## config.mk

```make
export PLATFORM = sky130hd
export DESIGN_NAME = aes_byte_loader
export DESIGN_NICKNAME = d
export VERILOG_FILES = /design/src/rtl/aes_byte_loader.sv
export SDC_FILE = /design/constraint.sdc
export NUM_CORES = 1
export LEC_CHECK = 0
export CORE_MARGIN = 2
export CORE_UTILIZATION = 45
export DETAILED_ROUTE_END_ITERATION = 8
export HOLD_SLACK_MARGIN = 0.15
export PLACE_DENSITY = 0.78
export SKIP_CTS_REPAIR_TIMING = 1
export SLEW_MARGIN = 5
export SYNTH_ARGS = -nofsm -noshare
export SYNTH_HDL_FRONTEND = slang
export SYNTH_SLANG_ARGS = --single-unit
```

## constraint.sdc

```tcl
create_clock -name clk -period 2.5 [get_ports clk]
set_clock_uncertainty 0.2 [all_clocks]
set_input_delay 0.25 -clock clk [delete_from_list [all_inputs] [get_ports clk]]
set_output_delay 0.25 -clock clk [all_outputs]
set_load 0.005 [all_outputs]
```

## src/rtl/aes_byte_loader.sv

```systemverilog
// ----------------------------------------------------------------------------
// aes_byte_loader
//   Input stage in front of the Cipher core. Collects a byte-serial stream
//   (valid/ready) into either an Nk-word key group or a 16-byte data block.
//   Byte 0 of each group selects the group type via key_load.
//   - Key groups are copied whole into key_out and flagged with key_valid.
//     They are never backpressured.
//   - Data blocks are copied whole into block_out and held with block_valid
//     until the Cipher side takes them with block_ready.
//
// Ports
//   clk          rising-edge clock
//   reset        synchronous, active-low reset
//   flush        discard the partially filled group (ignored while holding)
//   key_load     group type, sampled on byte 0 only (1 = key, 0 = data)
//   in_byte      stream byte
//   in_valid     in_byte valid
//   in_ready     a byte can be taken this cycle
//   key_out      assembled key; the first byte is in the top 8 bits
//   key_valid    key_out holds a complete key
//   block_out    assembled data block; the first byte is in the top 8 bits
//   block_valid  block_out holds a complete block
//   block_ready  Cipher side accepts block_out
//
// Byte order: byte i of a group lands in bits [W-1-8i -: 8]. Read as a hex
// number, the stream therefore appears left to right in arrival order.
// ----------------------------------------------------------------------------
module aes_byte_loader #(
    parameter int Nk = 4,   // key length in 32-bit words (4, 6 or 8)
    parameter int NB = 16   // bytes per data block
) (
    input  logic              clk,
    input  logic              reset,
    input  logic              flush,
    input  logic              key_load,
    input  logic [7:0]        in_byte,
    input  logic              in_valid,
    output logic              in_ready,
    output logic [32*Nk-1:0]  key_out,
    output logic              key_valid,
    output logic [8*NB-1:0]   block_out,
    output logic              block_valid,
    input  logic              block_ready
);

    localparam int KeyBytes = 4 * Nk;
    localparam int KeyW     = 32 * Nk;
    localparam int BlkW     = 8 * NB;
    localparam int MaxBytes = (KeyBytes > NB) ? KeyBytes : NB;
    localparam int IdxW     = $clog2(MaxBytes);

    localparam logic [IdxW-1:0] KeyLast = IdxW'(KeyBytes - 1);
    localparam logic [IdxW-1:0] BlkLast = IdxW'(NB - 1);

    typedef enum logic {
        FILL,   // taking bytes
        HOLD    // complete block waiting for the Cipher
    } loaderState;

    loaderState      state;
    logic [IdxW-1:0] idx;        // next byte position within the group
    logic            modeKey;    // type of the group in progress

    // Groups are built in shadows so the visible outputs only ever change
    // by a whole-group copy.
    logic [KeyW-1:0] keyShadow;
    logic [KeyW-1:0] keyNext;
    logic [BlkW-1:0] blockShadow;
    logic [BlkW-1:0] blockNext;

    logic accept;
    logic groupKey;
    logic groupLast;

    // Reset gates in_ready combinationally so no byte is ever consumed
    // during a reset cycle.
    assign in_ready = reset && (state == FILL);

    // A flush in the same cycle as a handshake wins: the byte is dropped.
    assign accept = in_valid && in_ready && !flush;

    // On byte 0 the group type comes straight from key_load; afterwards the
    // latched type is used and key_load is ignored.
    assign groupKey  = (idx == '0) ? key_load : modeKey;
    assign groupLast = groupKey ? (idx == KeyLast) : (idx == BlkLast);

    // Shadow contents with the incoming byte merged at idx. The final copy
    // to key_out/block_out uses these so the last byte appears in the same
    // edge that completes the group.
    always_comb begin
        keyNext   = keyShadow;
        blockNext = blockShadow;
        for (int i = 0; i < KeyBytes; i++) begin
            if (idx == IdxW'(i)) begin
                keyNext[KeyW-1-8*i -: 8] = in_byte;
            end
        end
        for (int i = 0; i < NB; i++) begin
            if (idx == IdxW'(i)) begin
                blockNext[BlkW-1-8*i -: 8] = in_byte;
            end
        end
    end

    always_ff @(posedge clk) begin
        if (!reset) begin
            state       <= FILL;
            idx         <= '0;
            modeKey     <= 1'b0;
            keyShadow   <= '0;
            blockShadow <= '0;
            key_out     <= '0;
            key_valid   <= 1'b0;
            block_out   <= '0;
            block_valid <= 1'b0;
        end else begin
            case (state)
                FILL: begin
                    if (flush) begin
                        // Rewinding idx is enough to discard the partial
                        // group: every position is rewritten before the
                        // next copy-out.
                        idx <= '0;
                    end else if (accept) begin
                        if (idx == '0) begin
                            modeKey <= key_load;
                            // A new key invalidates the previous one from
                            // its first byte on; data groups leave it alone.
                            if (key_load) begin
                                key_valid <= 1'b0;
                            end
                        end

                        if (groupKey) begin
                            keyShadow <= keyNext;
                        end else begin
                            blockShadow <= blockNext;
                        end

                        if (groupLast) begin
                            idx <= '0;
                            if (groupKey) begin
                                // Keys are consumed by the key schedule
                                // without a handshake, so keep filling.
                                key_out   <= keyNext;
                                key_valid <= 1'b1;
                            end else begin
                                block_out   <= blockNext;
                                block_valid <= 1'b1;
                                state       <= HOLD;
                            end
                        end else begin
                            idx <= idx + IdxW'(1);
                        end
                    end
                end

                HOLD: begin
                    // in_ready is low here, so the earliest next byte is
                    // the cycle after this handshake.
                    if (block_ready) begin
                        block_valid <= 1'b0;
                        state       <= FILL;
                    end
                end
            endcase
        end
    end

endmodule

```

==> flow_summary.toml <==
[cts]
h-tree-depth = 2
clkSinkCount = 512
clockBufferDepth = 3
clock_latency_ns = 0.60
cts_made_buffers = 53
clock-root-buffer = "clkbuf_16"
cts_tree = "yes"
clkTransAtPathRegs_ns = 0.06

[power_and_ir_drop]
power_density_nw_per_um2 = 656
peakVddDrop_uv = 480
p_leak_uw = 0.00941
power.total_uw = 17500

[placement]
placed_area_um2 = 24600
gp_congestion = 0.843
place_inst = 3206
io_buffer_count = 272
dp_hpwl_mm = 40.9

[final_layout]
nNetsFinal = 2686
fillers = 3994
area_delta_synth_final_pct = 25.9
drive_above_1_share_pct = 12.9
regArea_um2 = 10200
multiInputGateArea_um2 = 9790
stdcell_count = 3320
design_area_um2 = 26700

[setup_path]
worst_path_most_repeated_cell = "buf_4"
path_cells = "inv_1, ha_1, buf_4, and4bb_2, buf_4, a2111o_2, nand3_1, o21ai_1"
slowest_stage = "a2111o_2"
required_ns = 2.76
cp-end-kind = "flop"
crit_fanout = 16
cpPeakStageDelay_ns = 0.59
critPathKind = "reg2reg"
critPathLaunchType = "flop"
r2r_slack_ns = 0.08
worstPathArrival_ns = 2.68

[global_routing]
grt_pass1_vias = 18200
grt_pass1_wl_mm = 100
antenna_found_initial = 3
grt_max_degree = 232
globalRouteTotalUtil_pct = 25.0
globalRouteOverflowTotal = 0

[synthesis]
synth_compound_area_share_pct = 19.1
syn_inst = 2492
ys.flop_type = "dfxtp_1"
synth_top_area_share_pct = 48.3
yosys.area_share.xor_xnor_pct = 0
synthMuxAreaShare_pct = 9.46
synth.ff_latch_count = 512
synthSimpleGateAreaFrac_pct = 16.9
synth_edf_count = 0
ys_seq_area_share_pct = 48.3
synthArstFlopShare_pct = 0
syn_nets = 2511
syn-mean-instance-area_um2 = 8.51
synth_fa_ha_area_share_pct = 0.295
synth_top_family_by_area = "compound AO/OA/AOI/OAI gates"
synthTopCellsByArea = "dfxtp_1, o21ai_0, nand3_1, mux2_2, nand2_1"
yosysWarnings = 0
ys_types = 45
netlist_area_um2 = 21200
yosys.area.top_type = "dfxtp_1"

[sta]
fin_crit_ns = 2.42
tightest_slew_ns = 1.01
report.final.slew_viol_count = 0
finalSetupTns_ns = 0
finalHoldViolCount = 0
setup_viol = 0
period_share_pct = 96.7
fmax_mhz = 413
slew_headroom_pct = 33.0

[floorplan]
initial_utilization_pct = 45.5
rows = 79
fp.dieArea_um2 = 48900
die_w_um = 221
ios = 273
core_um2 = 46600
fp.dieH_um = 221

[outcome]
status = "complete, no violations"

[routing]
drcViolationCount = 0
viasPerCell = 5.86
drtIter0Drc = 2239
routed_wl_mm = 64.3
vias = 19500
drtAntennaViolNets = 0
firstDrtPassIters = 5
routedWlPerCell_um = 19.4

[min_path]
hold_class = "in2reg"

[job]
cap_viol_max_count = 0
## kinds of logic after synthesis
| kind of cell | count (synthesis) |
|---|---|
| DFF | 512 |
| AOI/OAI and AO/OA | 730 |
| muxes | 187 |
| adders and majority gates | 5 |
| buffers and inverters | 285 |
| and+or+nand+nor | 773 |
## stage by stage
stage	setup WS (ns)	utilization [%]	hold slack, ns
6_report	0.0813	57.3	0.165
5_1_grt	-0.00323	57.3	0.178
4_1_cts	-0.0188	56.9	-0.251
3_5_place_dp	0.0116	52.8	0.249
3_3_place_gp	0.0911	52.8	0.244
2_1_floorplan	0.0436	-	0.221
## worst max-delay path: cells and delay by family, from the launching register on
family / cells / cell delay [ns]
fa+ha+maj: 1 / 0.22
buf+inv: 3 / 0.43
flops: 1 / 0.34
compound gates: 2 / 0.67
simple gates: 2 / 0.40
## synthesized netlist by cell type, types with 4 or more instances
master,instances
dfxtp_1,512
o21ai_0,311
nand3_1,282
nand2_1,271
a21oi_1,180
clkbuf_1,178
o21ai_1,143
nor2_1,112
mux2_2,107
mux2i_1,80
nand4_1,76
o211ai_1,51
buf_2,36
buf_1,31
buf_6,18
a21o_1,13
nand3b_1,9
a2111o_1,8
and2_1,8
inv_1,8
a2111oi_4,5
a211oi_1,5
buf_4,5
clkinv_1,5
ha_1,5
clkbuf_2,4
## sequential cells by signal, indices dropped and copies added, names as in the netlist
register	cells
key_valid	1
key_out	128
state	1
idx	4
blockShadow	120
keyShadow	128
modeKey	1
block_out	128
block_valid	1
## report_power, final
group	total, µW	internal, µW	switching [µW]
Combinational	732	169	563
Clock	8600	5190	3410
Sequential	8170	8170	5.96
## layout by cell type (no fill, tap or decap), types with 4 or more instances in the layout
cell,instances
dfxtp_1,512
o21ai_0,311
nand3_1,282
nand2_1,269
clkdlybuf4s50_1,263
a21oi_1,180
o21ai_1,142
nor2_1,112
mux2_2,107
buf_4,85
mux2i_1,80
nand4_1,76
clkbuf_16,56
o211ai_1,51
buf_12,21
a21o_1,13
clkinv_2,11
bufinv_16,10
nand3b_1,9
and2_1,8
a2111o_2,8
dlygate4sd3_1,8
buf_2,8
inv_1,7
clkbuf_1,7
clkinvlp_4,7
clkbuf_8,6
clkinv_1,5
a2111oi_4,5
ha_1,5
a211oi_1,4
## routing by layer
layer | share of wire, % | global-route usage (%) | up-vias
li1 | - | - | 9171
met1 | 42 | 33.2 | 9246
met2 | 47 | 40.4 | 889
met3 | 7.9 | 4.21 | 148
met4 | 3.3 | 10.0 | 0
met5 | 0 | 0 | -
## final timing paths
check                  start               to  cells past startpoint
max                   idx[0]  blockShadow[53]                      8
min              block_ready            state                      4
max reg2reg           idx[0]  blockShadow[53]                      8
min reg2reg  blockShadow[99]  blockShadow[99]                      2
## layout make-up
cell class	instances	share of cell area, %
antenna	3	0.0281
clock buffer	67	5.47
clock inverter	31	1.67
inverter	13	0.187
multi-input combinational	1695	36.7
sequential	512	38.4
tap	607	2.84
timing repair buffer	392	14.7
(Power assumes the default switching activity.)
